<file path="config.mk">
export PLATFORM = sky130hd
export DESIGN_NAME = eth_rx_fcs_filter
export DESIGN_NICKNAME = d
export VERILOG_FILES = /design/src/rtl/eth_pkg.sv /design/src/rtl/eth_crc32_byte.sv /design/src/rtl/eth_rx_fcs_filter.sv
export SDC_FILE = /design/constraint.sdc
export NUM_CORES = 1
export LEC_CHECK = 0
export CORE_MARGIN = 5
export CORE_UTILIZATION = 30
export DETAILED_ROUTE_END_ITERATION = 10
export GPL_TIMING_DRIVEN = 1
export PLACE_DENSITY = 0.51
export SETUP_SLACK_MARGIN = 0.4
export SYNTH_ARGS = -nofsm -noshare
export SYNTH_HDL_FRONTEND = slang
export SYNTH_SLANG_ARGS = --single-unit
</file>
<file path="constraint.sdc">
create_clock -name clk50 -period 2.51 [get_ports clk50]
set_clock_uncertainty 0.05 [all_clocks]
set_input_delay 0.3765 -clock clk50 [delete_from_list [all_inputs] [get_ports clk50]]
set_output_delay 0.3765 -clock clk50 [all_outputs]
set_load 0.02 [all_outputs]
</file>
<file path="src/rtl/eth_pkg.sv">
// Shared Ethernet definitions: CRC-32 constants, RX status word and RX qualifier states.
package eth_pkg;

  localparam logic [31:0] ETH_CRC_POLY    = 32'hEDB88320;
  localparam logic [31:0] ETH_CRC_INIT    = 32'hFFFFFFFF;
  localparam logic [31:0] ETH_CRC_RESIDUE = 32'hDEBB20E3;
  localparam logic [11:0] ETH_LEN_SAT     = 12'hFFF;

  typedef struct packed {
    logic aborted;
    logic giant;
    logic runt;
    logic crc_ok;
  } eth_rx_status_t;

  localparam eth_rx_status_t ETH_STATUS_GOOD = 4'b0001;

  typedef enum logic [1:0] {
    ST_IDLE,
    ST_FILL,
    ST_PASS,
    ST_DROP
  } eth_rx_state_t;

  // Frame length counter increment that sticks at the 12-bit ceiling.
  function automatic logic [11:0] eth_len_inc(input logic [11:0] len);
    return (len == ETH_LEN_SAT) ? len : len + 12'd1;
  endfunction

endpackage

</file>
<file path="src/rtl/eth_crc32_byte.sv">
// Combinational reflected CRC-32 update for one byte, LSB first; shared by RX check and TX FCS.
module eth_crc32_byte
  import eth_pkg::*;
(
  input  logic [31:0] crc,
  input  logic [7:0]  data,
  output logic [31:0] crc_next
);

  logic [31:0] c;

  always_comb begin
    c = crc;
    for (int i = 0; i < 8; i++) begin
      c = (c[0] ^ data[i]) ? ((c >> 1) ^ ETH_CRC_POLY) : (c >> 1);
    end
    crc_next = c;
  end

endmodule

</file>
<file path="src/rtl/eth_rx_fcs_filter.sv">
// RX frame qualifier: checks FCS, strips it through a 4-byte delay line, enforces length limits.
// Saturating good/bad frame counters exist only when ETH_RX_FCS_FILTER_STATS_EN is defined.
module eth_rx_fcs_filter
  import eth_pkg::*;
#(
  parameter int MAX_LEN = 1518,
  parameter int MIN_LEN = 64
) (
  input  logic        clk50,
  input  logic        reset_n,
  input  logic [7:0]  rxdata,
  input  logic        rxvalid,
  input  logic        rxsop,
  input  logic        rxeop,
  output logic [7:0]  o_data,
  output logic        o_valid,
  output logic        o_sop,
  output logic        o_eop,
  output logic [3:0]  o_status,
  output logic [11:0] o_len,
  output logic [15:0] o_cnt_good,
  output logic [15:0] o_cnt_bad
);

  localparam logic [11:0] MAX_LEN_L = 12'(MAX_LEN);
  localparam logic [11:0] MIN_LEN_L = 12'(MIN_LEN);

  eth_rx_state_t   state_reg;
  logic [31:0]     crc_reg;
  logic [31:0]     crc_next;
  logic [11:0]     len_reg;
  logic [11:0]     len_next;
  logic [3:0][7:0] dly_reg;

  logic [7:0]      data_reg;
  logic            valid_reg;
  logic            sop_reg;
  logic            eop_reg;
  eth_rx_status_t  status_reg;
  logic [11:0]     len_out_reg;

  logic            in_frame;
  logic            eop_fire;
  eth_rx_status_t  eop_status;

  eth_crc32_byte u_crc (
    .crc      (crc_reg),
    .data     (rxdata),
    .crc_next (crc_next)
  );

  // End-of-frame is reported for rxeop (normal end) or rxsop (abort) once forwarding began.
  always_comb begin
    len_next           = eth_len_inc(len_reg);
    in_frame           = (state_reg == ST_PASS) || (state_reg == ST_DROP);
    eop_fire           = in_frame && (rxsop || rxeop);
    eop_status         = '0;
    eop_status.aborted = rxsop;
    eop_status.giant   = (state_reg == ST_DROP);
    eop_status.runt    = (len_reg < MIN_LEN_L);
    eop_status.crc_ok  = !rxsop && (crc_reg == ETH_CRC_RESIDUE);
  end

  always_ff @(posedge clk50) begin
    if (!reset_n) begin
      state_reg   <= ST_IDLE;
      crc_reg     <= ETH_CRC_INIT;
      len_reg     <= '0;
      dly_reg     <= '0;
      data_reg    <= '0;
      valid_reg   <= 1'b0;
      sop_reg     <= 1'b0;
      eop_reg     <= 1'b0;
      status_reg  <= '0;
      len_out_reg <= '0;
    end else begin
      valid_reg <= 1'b0;
      sop_reg   <= 1'b0;
      eop_reg   <= 1'b0;

      if (eop_fire) begin
        eop_reg     <= 1'b1;
        status_reg  <= eop_status;
        len_out_reg <= len_reg;
      end

      if (rxsop) begin
        state_reg <= ST_FILL;
        crc_reg   <= ETH_CRC_INIT;
        len_reg   <= '0;
        dly_reg   <= '0;
      end else begin
        case (state_reg)
          ST_IDLE: begin
          end
          ST_FILL: begin
            if (rxeop) begin
              state_reg <= ST_IDLE;
            end else if (rxvalid) begin
              crc_reg <= crc_next;
              len_reg <= len_next;
              dly_reg <= {dly_reg[2:0], rxdata};
              if (len_next == 12'd4) begin
                state_reg <= ST_PASS;
                sop_reg   <= 1'b1;
              end
            end
          end
          ST_PASS: begin
            if (rxeop) begin
              state_reg <= ST_IDLE;
            end else if (rxvalid) begin
              crc_reg <= crc_next;
              len_reg <= len_next;
              dly_reg <= {dly_reg[2:0], rxdata};
              if (len_next > MAX_LEN_L) begin
                state_reg <= ST_DROP;
              end else begin
                valid_reg <= 1'b1;
                data_reg  <= dly_reg[3];
              end
            end
          end
          ST_DROP: begin
            if (rxeop) begin
              state_reg <= ST_IDLE;
            end else if (rxvalid) begin
              crc_reg <= crc_next;
              len_reg <= len_next;
            end
          end
          default: state_reg <= ST_IDLE;
        endcase
      end
    end
  end

  assign o_data   = data_reg;
  assign o_valid  = valid_reg;
  assign o_sop    = sop_reg;
  assign o_eop    = eop_reg;
  assign o_status = status_reg;
  assign o_len    = len_out_reg;

`ifdef ETH_RX_FCS_FILTER_STATS_EN
  logic [15:0] cnt_good_reg;
  logic [15:0] cnt_bad_reg;
  logic        good_evt;
  logic        bad_evt;

  // Frames that end while still filling never reach o_eop but still count as bad.
  assign good_evt = eop_fire && (eop_status == ETH_STATUS_GOOD);
  assign bad_evt  = (eop_fire && (eop_status != ETH_STATUS_GOOD)) ||
                    ((state_reg == ST_FILL) && (rxsop || rxeop));

  always_ff @(posedge clk50) begin
    if (!reset_n) begin
      cnt_good_reg <= '0;
      cnt_bad_reg  <= '0;
    end else begin
      if (good_evt && (cnt_good_reg != 16'hFFFF)) begin
        cnt_good_reg <= cnt_good_reg + 16'd1;
      end
      if (bad_evt && (cnt_bad_reg != 16'hFFFF)) begin
        cnt_bad_reg <= cnt_bad_reg + 16'd1;
      end
    end
  end

  assign o_cnt_good = cnt_good_reg;
  assign o_cnt_bad  = cnt_bad_reg;
`else
  assign o_cnt_good = '0;
  assign o_cnt_bad  = '0;
`endif

endmodule

</file>
==> results of run 1 <==
[power by group]
part,internal (mW),total [mW],switching (mW)
registers,1.72,1.78,0.0615
logic,0.527,1.22,0.692
clock network,0.804,1.49,0.689
[synth_stat cells (3+ instances only)]
cell	count
xnor2_1	39
nand2_1	149
a21oi_1	40
ha_1	5
dfxtp_1	105
nor4_1	4
o211ai_1	31
and3_1	3
nand4b_1	5
o21ai_0	8
nor4b_1	3
xnor2_4	3
nand3_1	7
clkbuf_1	26
nor2_1	22
and4_1	3
xor2_1	27
nor3_1	8
buf_6	5
mux2i_1	11
a21boi_0	14
xnor2_2	9
inv_1	5
nand4_1	5
buf_4	37
[worst max-delay path, cell delays in order (launching register included)]
cell and delay (ns):
dfxtp_4 0.39, ha_4 0.17, nand3_4 0.13, o311ai_4 0.31, xnor2_1 0.16, o2111a_1 0.21, a41oi_2 0.13, buf_4 0.16
buf_6 0.12, nor3_2 0.10, o221a_1 0.19
[cell usage in the layout, fill, tap and decap left out, types with 3 or more instances in the layout]
master / Yosys / layout
o211ai_1: 31 / 31
and4_1: 3 / 3
mux2i_1: 11 / 10
nor2_1: 22 / 21
a21boi_0: 14 / 14
nor4_1: 4 / 4
clkbuf_16: 0 / 9
xnor2_1: 39 / 36
inv_8: 0 / 3
nor4b_1: 3 / 3
nand3_1: 7 / 6
clkdlybuf4s50_1: 0 / 39
xnor2_4: 3 / 6
inv_1: 5 / 5
ha_1: 5 / 4
nand2_1: 149 / 148
dfxtp_2: 0 / 3
xor2_1: 27 / 26
o21ai_0: 8 / 8
nand4b_1: 5 / 5
dfxtp_1: 105 / 95
conb_1: 1 / 32
buf_4: 37 / 47
xnor2_2: 9 / 9
a21oi_1: 40 / 39
dfxtp_4: 0 / 7
nor3_1: 8 / 6
nand4_1: 5 / 5
[cells by family (layout without fill, tap and decap cells)]
family	after synthesis	after routing	share of synthesized area
AOI/OAI and AO/OA	113	113	0.144
muxes	11	11	0.0202
other	1	32	0.000689
adders and majority gates	5	5	0.0115
DFF	105	105	0.386
and+or+nand+nor	230	230	0.198
xor gates and xnor gates	79	79	0.151
buffers and inverters	78	111	0.0883
[final timing paths]
check | end | cells past startpoint
setup / recovery | state_reg[1]$_SDFFE_PP0P_ | 10
setup reg to reg | state_reg[1]$_SDFFE_PP0P_ | 10
hold / removal | dly_reg[9]$_SDFFE_PP0P_ | 2
hold reg to reg | dly_reg[9]$_SDFFE_PP0P_ | 2
[through the flow]
step	util	instance area [um^2]
3_5_place_dp	0.340	6090
5_1_grt	0.374	6690
2_1_floorplan	-	5580
4_1_cts	0.365	6540
6_report	0.374	6690
3_3_place_gp	0.340	6090
[layout make-up]
| class | count | area share |
|---|---|---|
| inverters | 5 | 0.00281 |
| clock buffers | 9 | 0.0337 |
| clock inverters | 7 | 0.0135 |
| well taps | 229 | 0.0428 |
| multi-input cells | 470 | 0.468 |
| flip-flops and latches | 105 | 0.319 |
| repair buffers | 90 | 0.120 |
[per-layer routing]
metal | part of all wire | global-route usage | vias to the layer above
li1 | - | - | 2157
met1 | 0.46 | 0.162 | 1961
met2 | 0.47 | 0.202 | 84
met3 | 0.045 | 0.0286 | 18
met4 | 0.017 | 0.0363 | 0
met5 | 0 | 0 | -
[repair_timing]
action | CTS | global route
endpoints found under the setup margin | 13 | 12
buffers inserted | 8 | 7
resized for setup | 23 | 15
hold buffers | 0 | 0
pin swaps | 8 | 12
==> flow_metrics.py, run 1 <==
metrics = {
    "placement": {
        "hpwl_mm": 9.18,
        "io_buffer_count": 39,
        "pre_cts_ws_ns": 0.0188,
        "placed_cells": 884,
        "gp_congestion": 0.881,
    },
    "routing": {
        "drc": 0,
        "via_count": 4220,
        "drtIter0Drc": 217,
        "drtPass1Iterations": 4,
        "avgRoutedWirePerCell_um": 13.8,
        "vias_per_cell": 4.61,
        "ant_nets": 0,
        "wl_mm": 12.6,
    },
    "worst_setup_path": {
        "startpoint": "len_reg[0]$_SDFFE_PP0P_",
        "crit_arrival_ns": 2.45,
        "crit_fanout": 6,
        "cp_data_required_time_ns": 2.76,
        "startpoint_type": "flip-flop",
        "reg2reg_from": "len_reg[0]$_SDFFE_PP0P_",
        "critPathKind": "flip-flop to flip-flop",
        "rrSetupSlack_ns": 0.31,
        "end_kind": "flip-flop",
    },
    "global_route": {
        "track_usage": 0.123,
        "grt_pass1_wl_mm": 20.7,
        "antenna_found_initial": 0,
        "grt-ovfl-total": 0,
        "grt_pass1_vias": 4062,
        "grt_max_degree": 71,
    },
    "clock_network": {
        "cts_sinks": 105,
        "clk_path_buf_depth": 2,
        "cts_tree": "yes",
        "clk_pin_slew_ns": 0.08,
        "cts-buffers-inserted": 9,
        "htree_levels": 3,
        "cts-root-buf": "clkbuf_16",
        "clk_latency_ns": 0.36,
    },
    "timing": {
        "hold_slack_ns": 0.399,
        "layout_setup_ws_ns": 0.307,
        "maxSlewViolCount": 0,
        "finalCriticalPeriod_ns": 2.20,
        "grt_setup_unrepaired": "yes",
        "setup_tns_ns": 0,
        "slew_headroom": 0.581,
        "finalHoldViolCount": 0,
        "finalSetupViolCount": 0,
        "fmax_mhz": 454,
        "fin_crit_sh": 0.878,
        "worstMarginPinSlew_ns": 0.624,
    },
    "min_path": {
        "min-delay-start": "dly_reg[1]$_SDFFE_PP0P_",
        "hold_path.class": "flip-flop to flip-flop",
    },
    "floorplan": {
        "initial_core_util": 0.304,
        "coreArea_mm2": 0.0179,
        "ios": 72,
        "die_w_um": 145,
        "dieArea_mm2": 0.0209,
        "rows": 49,
        "die_h_um": 145,
    },
    "pwr": {
        "total_power_mw": 4.49,
        "powerDensity_mw_per_mm2": 671,
        "vdd_drop_max_mv": 0.353,
        "p_leak_nw": 2.50,
    },
    "layout": {
        "drive_above_1_share": 0.178,
        "multi_input_area_mm2": 0.00313,
        "area_delta_synth_final_pct": 22.8,
        "nets": 699,
        "antennaDiodeCount": 0,
        "regArea_mm2": 0.00213,
        "final_cells": 915,
        "nFillCells": 1831,
    },
    "status": {
        "status": "completed",
    },
    "synth": {
        "ys_top_cells_by_area": "dfxtp_1, nand2_1, xnor2_1",
        "yosys_warnings": 0,
        "yosys.area.top_type": "dfxtp_1",
        "synth_cell_types": 63,
        "syn_inst": 622,
        "ys_ff_latch": 105,
        "synth_top_flop_cell": "dfxtp_1",
        "yosysTopAreaCellShare": 0.386,
        "synthArstFlopShare": 0,
        "yosysSeqAreaShare": 0.386,
        "avgSynthCellArea_um2": 8.75,
        "synth_edf_count": 0,
        "syn_area_mm2": 0.00544,
    },
    "job": {
        "maxCapViolCount": 0,
    },
}
Note: power is estimated with default switching activity, not from simulation.
==> run 2: changes to the inputs <==
- CTS_CLUSTER_SIZE: default -> 28
==> results of run 2 <==
The final DEF is identical to that of run 1; final timing and power are the same.
